## src/rtl/mkio_bus_switch_pkg.sv

```systemverilog
// Shared types and sizing helpers for the MKIO redundant-bus switch.
package mkio_bus_switch_pkg;

  typedef enum logic [1:0] {
    ST_IDLE    = 2'd0,
    ST_RX_LOCK = 2'd1,
    ST_TX      = 2'd2,
    ST_TAIL    = 2'd3
  } state_t;

  localparam int N_CH_MAX = 8;

  // Width of a counter that must hold 0..max_val.
  function automatic int cnt_w(input int max_val);
    return (max_val < 2) ? 1 : $clog2(max_val + 1);
  endfunction

endpackage

```

## src/rtl/mkio_bus_switch_line_sync.sv

```systemverilog
// Two-flop synchroniser for one bus channel's receiver pair, plus the
// enable-masked activity flag.
module mkio_bus_switch_line_sync (
  input  logic clk,
  input  logic di1,
  input  logic di0,
  input  logic en,
  output logic di1_s,
  output logic di0_s,
  output logic active
);

  logic di1_m;
  logic di0_m;

  // Metastability chain only; cleared implicitly once the lines go quiet.
  always_ff @(posedge clk) begin
    di1_m <= di1;
    di0_m <= di0;
    di1_s <= di1_m;
    di0_s <= di0_m;
  end

  assign active = en & (di1_s | di0_s);

endmodule

```

## src/rtl/mkio_bus_switch.sv

```systemverilog
// N-channel MKIO redundant-bus front end: locks onto the channel carrying
// the incoming word, replies on that channel only, then blanks the receiver.
//
// state      | meaning
// IDLE       | no channel locked; waiting for activity or a reply request
// RX_LOCK    | receiving on lock_ch; silence and override timers running
// TX         | core stream routed to lock_ch's transmitter
// TAIL       | post-transmit blanking, all receivers and transmitters off
module mkio_bus_switch
  import mkio_bus_switch_pkg::*;
#(
  parameter  int N_CH        = 2,
  parameter  int SILENCE_CYC = 64,
  parameter  int SWITCH_CYC  = 24,
  parameter  int TAIL_CYC    = 5,
  localparam int CH_W        = (N_CH > 1) ? $clog2(N_CH) : 1
) (
  input  logic            clk,
  input  logic            reset,
  input  logic [N_CH-1:0] ch_en,
  input  logic [N_CH-1:0] di1,
  input  logic [N_CH-1:0] di0,
  output logic [N_CH-1:0] do1,
  output logic [N_CH-1:0] do0,
  output logic [N_CH-1:0] rx_strob,
  output logic [N_CH-1:0] tx_inhibit,
  output logic            di1_core,
  output logic            di0_core,
  input  logic            do1_core,
  input  logic            do0_core,
  input  logic            tx_busy,
  output logic            locked,
  output logic [CH_W-1:0] lock_ch,
  output logic [N_CH-1:0] activity,
  output logic            switch_evt,
  output logic            tx_err
);

  localparam int SIL_W = cnt_w(SILENCE_CYC);
  localparam int SW_W  = cnt_w(SWITCH_CYC);
  localparam int TL_W  = cnt_w(TAIL_CYC);

  state_t            state;
  logic [N_CH-1:0]   di1_s;
  logic [N_CH-1:0]   di0_s;
  logic [N_CH-1:0]   act;
  logic [N_CH-1:0]   ch_en_q;
  logic [N_CH-1:0]   lock_mask;
  logic [SIL_W-1:0]  sil_cnt;
  logic [SW_W-1:0]   ovr_cnt [N_CH];
  logic [TL_W-1:0]   tail_cnt;
  logic              busy_q;
  logic              lock_en;
  logic              any_act;
  logic [CH_W-1:0]   low_act;
  logic              sw_hit;
  logic [CH_W-1:0]   sw_ch;

  for (genvar g = 0; g < N_CH; g++) begin : g_sync
    mkio_bus_switch_line_sync u_sync (
      .clk    (clk),
      .di1    (di1[g]),
      .di0    (di0[g]),
      .en     (ch_en[g]),
      .di1_s  (di1_s[g]),
      .di0_s  (di0_s[g]),
      .active (act[g])
    );
  end

  assign lock_en   = ch_en[lock_ch];
  assign lock_mask = N_CH'(1) << lock_ch;

  // Descending scan so the lowest qualifying index is the one left standing.
  always_comb begin
    any_act = |act;
    low_act = '0;
    sw_hit  = 1'b0;
    sw_ch   = '0;
    for (int i = N_CH - 1; i >= 0; i--) begin
      if (act[i]) low_act = CH_W'(i);
      if (act[i] && (CH_W'(i) != lock_ch) && (ovr_cnt[i] == SW_W'(SWITCH_CYC - 1))) begin
        sw_hit = 1'b1;
        sw_ch  = CH_W'(i);
      end
    end
  end

  always_ff @(posedge clk) begin
    if (reset) begin
      state      <= ST_IDLE;
      lock_ch    <= '0;
      sil_cnt    <= '0;
      tail_cnt   <= '0;
      for (int i = 0; i < N_CH; i++) ovr_cnt[i] <= '0;
      busy_q     <= 1'b0;
      ch_en_q    <= ch_en;
      do1        <= '0;
      do0        <= '0;
      switch_evt <= 1'b0;
      tx_err     <= 1'b0;
    end else begin
      busy_q     <= tx_busy;
      ch_en_q    <= ch_en;
      do1        <= '0;
      do0        <= '0;
      switch_evt <= 1'b0;
      tx_err     <= 1'b0;
      case (state)
        ST_IDLE: begin
          if (tx_busy && !busy_q) begin
            if (lock_en) state <= ST_TX;
            else         tx_err <= 1'b1;
          end else if (any_act) begin
            state   <= ST_RX_LOCK;
            lock_ch <= low_act;
            sil_cnt <= '0;
            for (int i = 0; i < N_CH; i++) ovr_cnt[i] <= '0;
          end
        end
        ST_RX_LOCK: begin
          if (!lock_en) begin
            state <= ST_IDLE;
          end else if (tx_busy) begin
            state <= ST_TX;
          end else if (sw_hit) begin
            lock_ch    <= sw_ch;
            switch_evt <= 1'b1;
            sil_cnt    <= '0;
            for (int i = 0; i < N_CH; i++) ovr_cnt[i] <= '0;
          end else begin
            for (int i = 0; i < N_CH; i++) begin
              if (act[i] && (CH_W'(i) != lock_ch)) begin
                if (ovr_cnt[i] != SW_W'(SWITCH_CYC - 1)) ovr_cnt[i] <= ovr_cnt[i] + 1'b1;
              end else begin
                ovr_cnt[i] <= '0;
              end
            end
            if (act[lock_ch])                            sil_cnt <= '0;
            else if (sil_cnt == SIL_W'(SILENCE_CYC - 1)) state   <= ST_IDLE;
            else                                         sil_cnt <= sil_cnt + 1'b1;
          end
        end
        ST_TX: begin
          // Losing the channel enable drops the drive on the same edge.
          if (!lock_en || !tx_busy) begin
            state    <= ST_TAIL;
            tail_cnt <= '0;
          end else begin
            do1 <= lock_mask & {N_CH{do1_core}};
            do0 <= lock_mask & {N_CH{do0_core}};
          end
        end
        ST_TAIL: begin
          if (tx_busy && lock_en)                     state    <= ST_TX;
          else if (tail_cnt == TL_W'(TAIL_CYC - 1))   state    <= ST_IDLE;
          else                                        tail_cnt <= tail_cnt + 1'b1;
        end
        default: state <= ST_IDLE;
      endcase
    end
  end

  assign locked     = (state != ST_IDLE);
  assign rx_strob   = (state == ST_TX || state == ST_TAIL) ? '0 : ch_en_q;
  assign tx_inhibit = (state == ST_TX) ? ~lock_mask : '1;
  assign di1_core   = (state == ST_RX_LOCK) && di1_s[lock_ch];
  assign di0_core   = (state == ST_RX_LOCK) && di0_s[lock_ch];
  assign activity   = act;

endmodule

```

## config.mk

```make
export PLATFORM = sky130hd
export DESIGN_NAME = mkio_bus_switch
export DESIGN_NICKNAME = d
export VERILOG_FILES = /design/src/rtl/mkio_bus_switch_pkg.sv /design/src/rtl/mkio_bus_switch_line_sync.sv /design/src/rtl/mkio_bus_switch.sv
export SDC_FILE = /design/constraint.sdc
export NUM_CORES = 1
export LEC_CHECK = 0
export BUFFER_PORTS_ARGS = -buffer_cell sky130_fd_sc_hd__buf_2
export CELL_PAD_IN_SITES_DETAIL_PLACEMENT = 2
export CELL_PAD_IN_SITES_GLOBAL_PLACEMENT = 2
export CORE_ASPECT_RATIO = 1.75
export CORE_MARGIN = 1.5
export CORE_UTILIZATION = 37
export DETAILED_ROUTE_END_ITERATION = 8
export MAX_ROUTING_LAYER = met4
export PLACE_DENSITY = 0.94
export SETUP_SLACK_MARGIN = 0.02
export SLEW_MARGIN = 20
export SYNTH_ARGS = -nofsm -noshare
export SYNTH_HDL_FRONTEND = slang
export SYNTH_SLANG_ARGS = --single-unit
```

## constraint.sdc

```tcl
create_clock -name clk -period 5.3 [get_ports clk]
set_input_delay 1.06 -clock clk [delete_from_list [all_inputs] [get_ports clk]]
set_output_delay 1.06 -clock clk [all_outputs]
set_load 0.005 [all_outputs]
```

After elaboration in Yosys (flattened, before gate mapping)
Memory sizes are Yosys's and may differ from the RTL's.
Cells that the tools add are included.
{ "totals": {"out_inout_bits": 16, "word_cells": 189, "mem_count": 1, "register_bits": 30, "ram_bits": 10} }
{ "memory_table": {"columns": ["name", "depth", "width", "read_ports", "rd_ports_with_merged_regs", "wr", "line", "source"], "rows": [
  ["ovr_cnt", 2, 5, 2, 0, 2, "mkio_bus_switch.sv:50", "logic [SW_W-1:0] ovr_cnt [N_CH];"]
]} }
{ "op_classes": {"reduce_logical": 24, "eq_ne": 24, "muxes": 97, "n_addsub": 4, "n_lt_le_gt_ge": 1, "shifts": 1, "n_bitwise": 19} }
{ "ops": {"columns": ["operator", "n"], "rows": [
  ["$mux 1", 62],
  ["$mux 7", 7],
  ["$mux 5", 8],
  ["$mux 2", 13],
  ["$ne 2x2->1 const B", 8],
  ["$ne 4x4->1 const B", 4],
  ["$pmux 7 s2", 1],
  ["$reduce_and 6->1", 2],
  ["$add 5x1->5 const B", 2],
  ["$eq 5x5->1 const B", 2],
  ["$ne 5x5->1 const B", 2],
  ["$or 1x1->1", 10],
  ["$mux 3", 3],
  ["$ne 3x3->1 const B", 3],
  ["$logic_and 1x1->1", 8],
  ["$pmux 2 s4", 1],
  ["$add 7x1->7 const B", 1],
  ["$eq 7x6->1 const B", 1],
  ["$reduce_and 7->1", 1],
  ["$pmux 3 s2", 1],
  ["$reduce_bool 2->1", 3],
  ["$reduce_or 3->1", 2],
  ["$and 2x2->2", 2],
  ["$eq 2x2->1 const B", 2],
  ["14 further kinds", 21]
]} }

Depth between registers and ports, before layout
Gate-level depths: netlist of run 1.
{ "depth": {"ltp_word": 15, "mapped_depth": 7} }

Modules after synthesis
A second synthesis of run 1 with hierarchy kept.
{ "unflattened": {"cells_unflattened": 197, "hier_area_um2": 1821.7} }
{ "modules_own_cells": {"columns": ["module", "instances", "area_each_um2", "cells_per_inst"], "rows": [
  ["mkio_bus_switch", 1, 1646.6, 187],
  ["mkio_bus_switch_line_sync", 2, 87.6, 5]
]} }

Least setup slack after synthesis of run 1
OpenSTA, ideal clock, no wires.
{ "synth_path": {"kind": "input -> output", "startpoint": "input ch_en[0]", "endpoint": "output activity[0]", "required_time_ps": 4240, "setup_slack_ps": 2695, "t_arrival_ps": 1545, "stages": 3, "cell_sequence": "o21ai_1 -> inv_1 -> buf_4"} }
{ "synth_between": {"elab_chain_len": 1} }
{ "synth_rtl": {"columns": ["element", "line", "source"], "rows": [
  ["start, declared", "mkio_bus_switch.sv:20", "input logic [N_CH-1:0] ch_en,"],
  ["$and 1x1->1", "mkio_bus_switch_line_sync.sv:24", "assign active = en & (di1_s | di0_s);"],
  ["end, declared", "mkio_bus_switch.sv:34", "output logic [N_CH-1:0] activity,"]
]} }
Every way passes these cells.

Worst setup path after layout of run 1
Ends and elaborated chain as after synthesis.

==> impl_metrics.ini, run 1 <==
[clocking]
cts_buffers = 5
clock_path_buffers = 2
root_buffer = clkbuf_8
post-cts-setup-buffers = 0
clk-insertion-delay-late_ps = 300
cts_hold_buf = 0
cts_tree = yes
clk_pin_slew_ps = 80
clock-sinks = 40
htreeDepth = 2
cts_resized = 0

[routing]
wl_met1_um = 1800
wl_per_cell_um = 18.1
route.met3.wl_um = 132
drt_iter0_drc = 38
finalWirelength_um = 5010
drt_pass1_iterations = 4
drt-vias-per-instance = 5.63
wl_met2_um = 2970
vias = 1559
drc = 0
top_layer_used = met4
final_antenna_net_count = 0

[worst_setup_path]
slowest_stage = o21ai_1
worst_ep_arrival_time_ps = 1800
worstReg2RegEnd = ovr_cnt[0][3]
rrSetupSlack_ps = 2860
endpoint_kind = output port
crit_top_cell = buf_2
crit_required_ps = 4240
cp-start-kind = primary input
slowest_delay_ps = 280
crit_fanout = 5
path_class = primary input to output port
rr_worst_depth = 4
path_cells = buf_2 > o21ai_1 > inv_1 > buf_2
r2r_start = lock_ch

[power]
power.leakage_nw = 0.838
totalPowerFinal_mw = 0.655
irDropWorstVdd_mv = 0.218
p_per_area_mw_per_mm2 = 309

[synth]
synthCells = 196
ys_types = 46
syn_area_mm2 = 0.00187
syn_area_per_cell_um2 = 9.53
ys_ff_latch = 40
synth_edf_count = 5
yosysSeqAreaShare = 0.455
synth_flop_cell = dfxtp_1
async_reset_ff_frac = 0
yosysWarnings = 0
syn-num-nets = 212

[grt]
grt_pass1_wl_um = 8430
overflow = 0
grt_max_degree = 15
grt_pass1_vias = 1746
grt_use_total = 0.207
grt_antenna_before_repair = 0

[sta]
post-route-period-util = 0.540
setup_tns_ps = 0
relSlewSlack = 0.443
fin_crit_ps = 2860
slew_viol_final = 0
max_freq_mhz = 350
setup_viol = 0
finalHoldViolCount = 0
fin_worst_skew_ps = 2.31
rsz0062_at_grt = false
fin_ws_ps = 2440
tightest_slew_ps = 828

[placement]
hpwl_um = 3800
port_buffers = 26
gp_congestion = 0.801
place_ws_ps = 2430

[final_layout]
n_antenna_cell = 0
drive_gt1_frac = 0.206
nets = 238
final_util = 0.430
synthToLayoutAreaGrowth_pct = 13.5
fillerInstances = 565

[die]
coreArea_mm2 = 0.00493
dieArea_mm2 = 0.00550
die_w_um = 56.7
start_util = 0.379
ios = 27
core.rowCount = 34
die_y_um = 97.0

[worst_hold_path]
hold_depth = 0
min_to = g_sync[0].u_sync.di1_s
hp-class = flop to flop
worstHoldStart = g_sync[0].u_sync.di1_m

[run]
drv_cap = 0

[status]
status = finished, final reports clean
per-stage QoR:
step | instance area, um^2 | hold WS [ps] | cells
after floorplan | 1870 | 310 | 196
after global placement | 2010 | 310 | 269
after detailed placement | 2010 | 314 | 269
after CTS | 2120 | 335 | 277
after global routing | 2120 | 349 | 277
final | 2120 | 331 | 277
how the worst max path moves through the flow:
stage / cells past startpoint / from / endpoint / slack, ps
5_1_grt: 4 / ch_en[0] / activity[0] / 2370
2_1_floorplan: 3 / ch_en[0] / activity[0] / 2690
3_5_place_dp: 4 / ch_en[0] / activity[0] / 2430
6_report: 4 / ch_en[0] / activity[0] / 2440
4_1_cts: 4 / ch_en[0] / activity[0] / 2440
3_3_place_gp: 4 / ch_en[0] / activity[0] / 2480
synth_stat cells, types with 2 or more instances:
cell type	number	share of area
mux2i_1	4	0.021
or3_1	4	0.013
nor2b_1	5	0.017
clkbuf_1	2	0.0040
nand3_1	14	0.038
buf_4	2	0.0080
nand2_1	11	0.022
o21ai_0	7	0.019
nor4_1	2	0.0067
and3_1	6	0.020
inv_1	8	0.016
xor2_1	7	0.033
buf_6	3	0.018
or4_1	4	0.016
o31ai_1	4	0.016
mux2_2	2	0.012
nand2b_1	3	0.010
nor2_1	21	0.042
dfxtp_1	35	0.38
ha_1	5	0.033
edfxtp_1	5	0.080
nor3_1	4	0.011
nand4_1	3	0.010
nor3_2	2	0.011
a21oi_1	12	0.032
sequential cells by signal, summed over array words and instances, names as in the netlist, 2 cells and up, named ones only:
signal,count
do1,2
sil_cnt,7
g_sync.u_sync.di1_s,2
tail_cnt,3
ovr_cnt,10
g_sync.u_sync.di0_s,2
g_sync.u_sync.di1_m,2
ch_en_q,2
g_sync.u_sync.di0_m,2
do0,2
worst max-delay path, delay by kind of cell:
family / cells / cell delay [ps]
AO/OA/AOI/OAI: 1 / 280
buffers and inverters: 3 / 460
placed cells by master, fill, tap and decap left out, drive strengths merged, types with 3 or more instances in the layout:
cell type  count
nor2          22
o21ai          9
clkbuf         6
dfxtp         35
nand2b         3
or3            4
and3           6
edfxtp         5
xor2           7
nand3         14
inv            9
buf           26
o31ai          4
a21oi         12
nor2b          5
nor3           6
or4            4
nand4          3
mux2i          4
mux2           3
nand2         11
ha             5
where the power goes:
group	total, mW	leakage, nW	switching (mW)	internal (mW)
Combinational	0.0812	0.441	0.0503	0.0309
Sequential	0.335	0.341	0.0156	0.319
Clock	0.239	0.0565	0.116	0.123
Total	0.655	0.838	0.182	0.473
per-layer routing:
metal,GRT usage,vias to the layer above
li1,-,750
met1,0.195,777
met2,0.394,25
met3,0.0294,7
met4,0.0934,0
met5,-,-
area by class of cell:
type / count / area (um^2) / area share
Multi-Input combinational cell: 140 / 927 / 0.437
Clock inverter: 2 / 17.5 / 0.00826
Sequential cell: 40 / 851 / 0.401
Timing Repair Buffer: 26 / 130 / 0.0614
Tap cell: 54 / 67.6 / 0.0319
Inverter: 9 / 33.8 / 0.0159
Clock buffer: 6 / 93.8 / 0.0442
cell families (layout without fill, tap and decap cells):
family / after synthesis / after routing / synth area share
xor gates and xnor gates: 8 / 8 / 0.0375
and+or+nand+nor: 87 / 87 / 0.254
buffers and inverters: 16 / 43 / 0.0482
DFF: 40 / 40 / 0.455
AOI/OAI and AO/OA: 33 / 33 / 0.132
muxes: 7 / 7 / 0.0395
adders and majority gates: 5 / 5 / 0.0335
Note: power is estimated with default switching activity, not from simulation.
==> run 2, diff against run 1 <==
--- a/config.mk
+++ b/config.mk
@@ -10,10 +10,10 @@
 export CELL_PAD_IN_SITES_GLOBAL_PLACEMENT = 2
 export CORE_ASPECT_RATIO = 1.75
 export CORE_MARGIN = 1.5
-export CORE_UTILIZATION = 37
+export CORE_UTILIZATION = 35
 export DETAILED_ROUTE_END_ITERATION = 8
 export MAX_ROUTING_LAYER = met4
-export PLACE_DENSITY = 0.94
+export PLACE_DENSITY = 0.9
 export SETUP_SLACK_MARGIN = 0.02
 export SLEW_MARGIN = 20
 export SYNTH_ARGS = -nofsm -noshare
==> constraint.sdc (replaced) <==
create_clock -name clk -period 3 [get_ports clk]
set_input_delay 0.6 -clock clk [delete_from_list [all_inputs] [get_ports clk]]
set_output_delay 0.6 -clock clk [all_outputs]
set_load 0.005 [all_outputs]
==> run 2 against run 1 <==
Final cell count rose by 0.72%. Critical path depth unchanged. Critical path type is now flop to flop. First-iteration DRC count down 24%. Largest power group unchanged.
==> impl_metrics.ini, run 2 (same netlist as run 1, synthesis figures left out) <==
[clocking]
clock_path_buffers = 2
post-cts-setup-buffers = 0
htreeDepth = 2
clk-insertion-delay-late_ps = 300
cts_resized = 0
clk_pin_slew_ps = 80
clock-sinks = 40
cts_buffers = 5
cts_tree = yes
cts_hold_buf = 0
root_buffer = clkbuf_8

[die]
die_w_um = 58.2
dieArea_mm2 = 0.00580
die_y_um = 99.6
start_util = 0.358
core.rowCount = 35
ios = 27
coreArea_mm2 = 0.00521

[grt]
grt_antenna_before_repair = 0
grt_use_total = 0.197
grt_max_degree = 15
overflow = 0
grt_pass1_wl_um = 8310
grt_pass1_vias = 1717

[worst_setup_path]
crit_fanout = 10
worst_ep_arrival_time_ps = 2530
cp-start-kind = flop
endpoint_kind = flop
crit_required_ps = 3140
path_class = flop to flop

[sta]
rsz0062_at_grt = false
slew_viol_final = 0
tightest_slew_ps = 910
setup_tns_ps = 0
finalHoldViolCount = 0
relSlewSlack = 0.387
fin_crit_ps = 2390
post-route-period-util = 0.796
setup_viol = 0
fin_worst_skew_ps = 4.29
max_freq_mhz = 419

[power]
power.leakage_nw = 0.844
p_per_area_mw_per_mm2 = 543
irDropWorstVdd_mv = 0.339

[placement]
hpwl_um = 3660
gp_congestion = 0.775
dpl.cell_count = 271
port_buffers = 26

[routing]
wl_per_cell_um = 17.5
drt_pass1_iterations = 4
drc = 0
drt_iter0_drc = 29
final_antenna_net_count = 0
drt-vias-per-instance = 5.61
finalWirelength_um = 4880
vias = 1564

[final_layout]
drive_gt1_frac = 0.210
n_antenna_cell = 0
final_cell_mix = dfxtp_1 (35), buf_2 (26), nor2_1 (21), nand3_1 (14), a21oi_1 (12)
synthToLayoutAreaGrowth_pct = 13.9
layout_commonest_cell = dfxtp_1
fillerInstances = 590
largestRegisters = ovr_cnt (10), sil_cnt (7), tail_cnt (3)
top_register = ovr_cnt
nets = 239
largest_register_ffs = 10
fin_cells = 279

[worst_hold_path]
hp-class = flop to flop

[run]
drv_cap = 0

[status]
status = finished, final reports clean
==> run 2: layer usage <==
| layer | share of wire | GRT usage |
|---|---|---|
| met1 | 0.38 | 0.198 |
| met2 | 0.56 | 0.355 |
| met3 | 0.026 | 0.0442 |
| met4 | 0.027 | 0.0805 |
| met5 | 0 | - |
==> run 2: per-stage QoR <==
step | area (um^2) | power, mW | setup slack (ps) | hold slack [ps] | utilization
after floorplan | 1870 | 0.698 | 1160 | 310 | -
final | 2130 | 1.16 | 611 | 331 | 0.408
after CTS | 2130 | 1.18 | 666 | 335 | 0.408
after detailed placement | 2020 | 0.746 | 600 | 314 | 0.387
after global routing | 2130 | 1.21 | 369 | 343 | 0.408
after global placement | 2020 | 0.739 | 671 | 310 | 0.387
==> run 2: worst paths after layout <==
kind / startpoint / end / slack [ps] / depth (start not counted)
worst max-delay path: lock_ch / ovr_cnt[0][4] / 610 / 4
worst min register to register: g_sync[1].u_sync.di1_m / g_sync[1].u_sync.di1_s / 330 / 0
worst max register to register: lock_ch / ovr_cnt[0][4] / 610 / 4
worst min-delay path: g_sync[1].u_sync.di1_m / g_sync[1].u_sync.di1_s / 330 / 0
==> run 2: critical path, cell delays in order (launching register included) <==
cell and delay (ps):
dfxtp_1 600, mux2i_1 270, nor4_1 800, nand4_1 360, nor2_1 210
==> run 2: final cells by class <==
class / instances / area (um^2) / area share
clock buffers: 6 / 93.8 / 0.0441
clock inverters: 2 / 15.0 / 0.00706
inverters: 9 / 33.8 / 0.0159
multi-input cells: 140 / 927 / 0.436
flip-flops and latches: 40 / 851 / 0.400
well taps: 55 / 68.8 / 0.0324
repair buffers: 27 / 138 / 0.0647
==> run 2: power by group <==
| part | switching (mW) | total, mW | leakage (nW) | internal [mW] |
|---|---|---|---|---|
| clock | 0.204 | 0.422 | 0.0573 | 0.218 |
| sequential | 0.0263 | 0.590 | 0.341 | 0.564 |
| combinational | 0.0883 | 0.144 | 0.447 | 0.0556 |
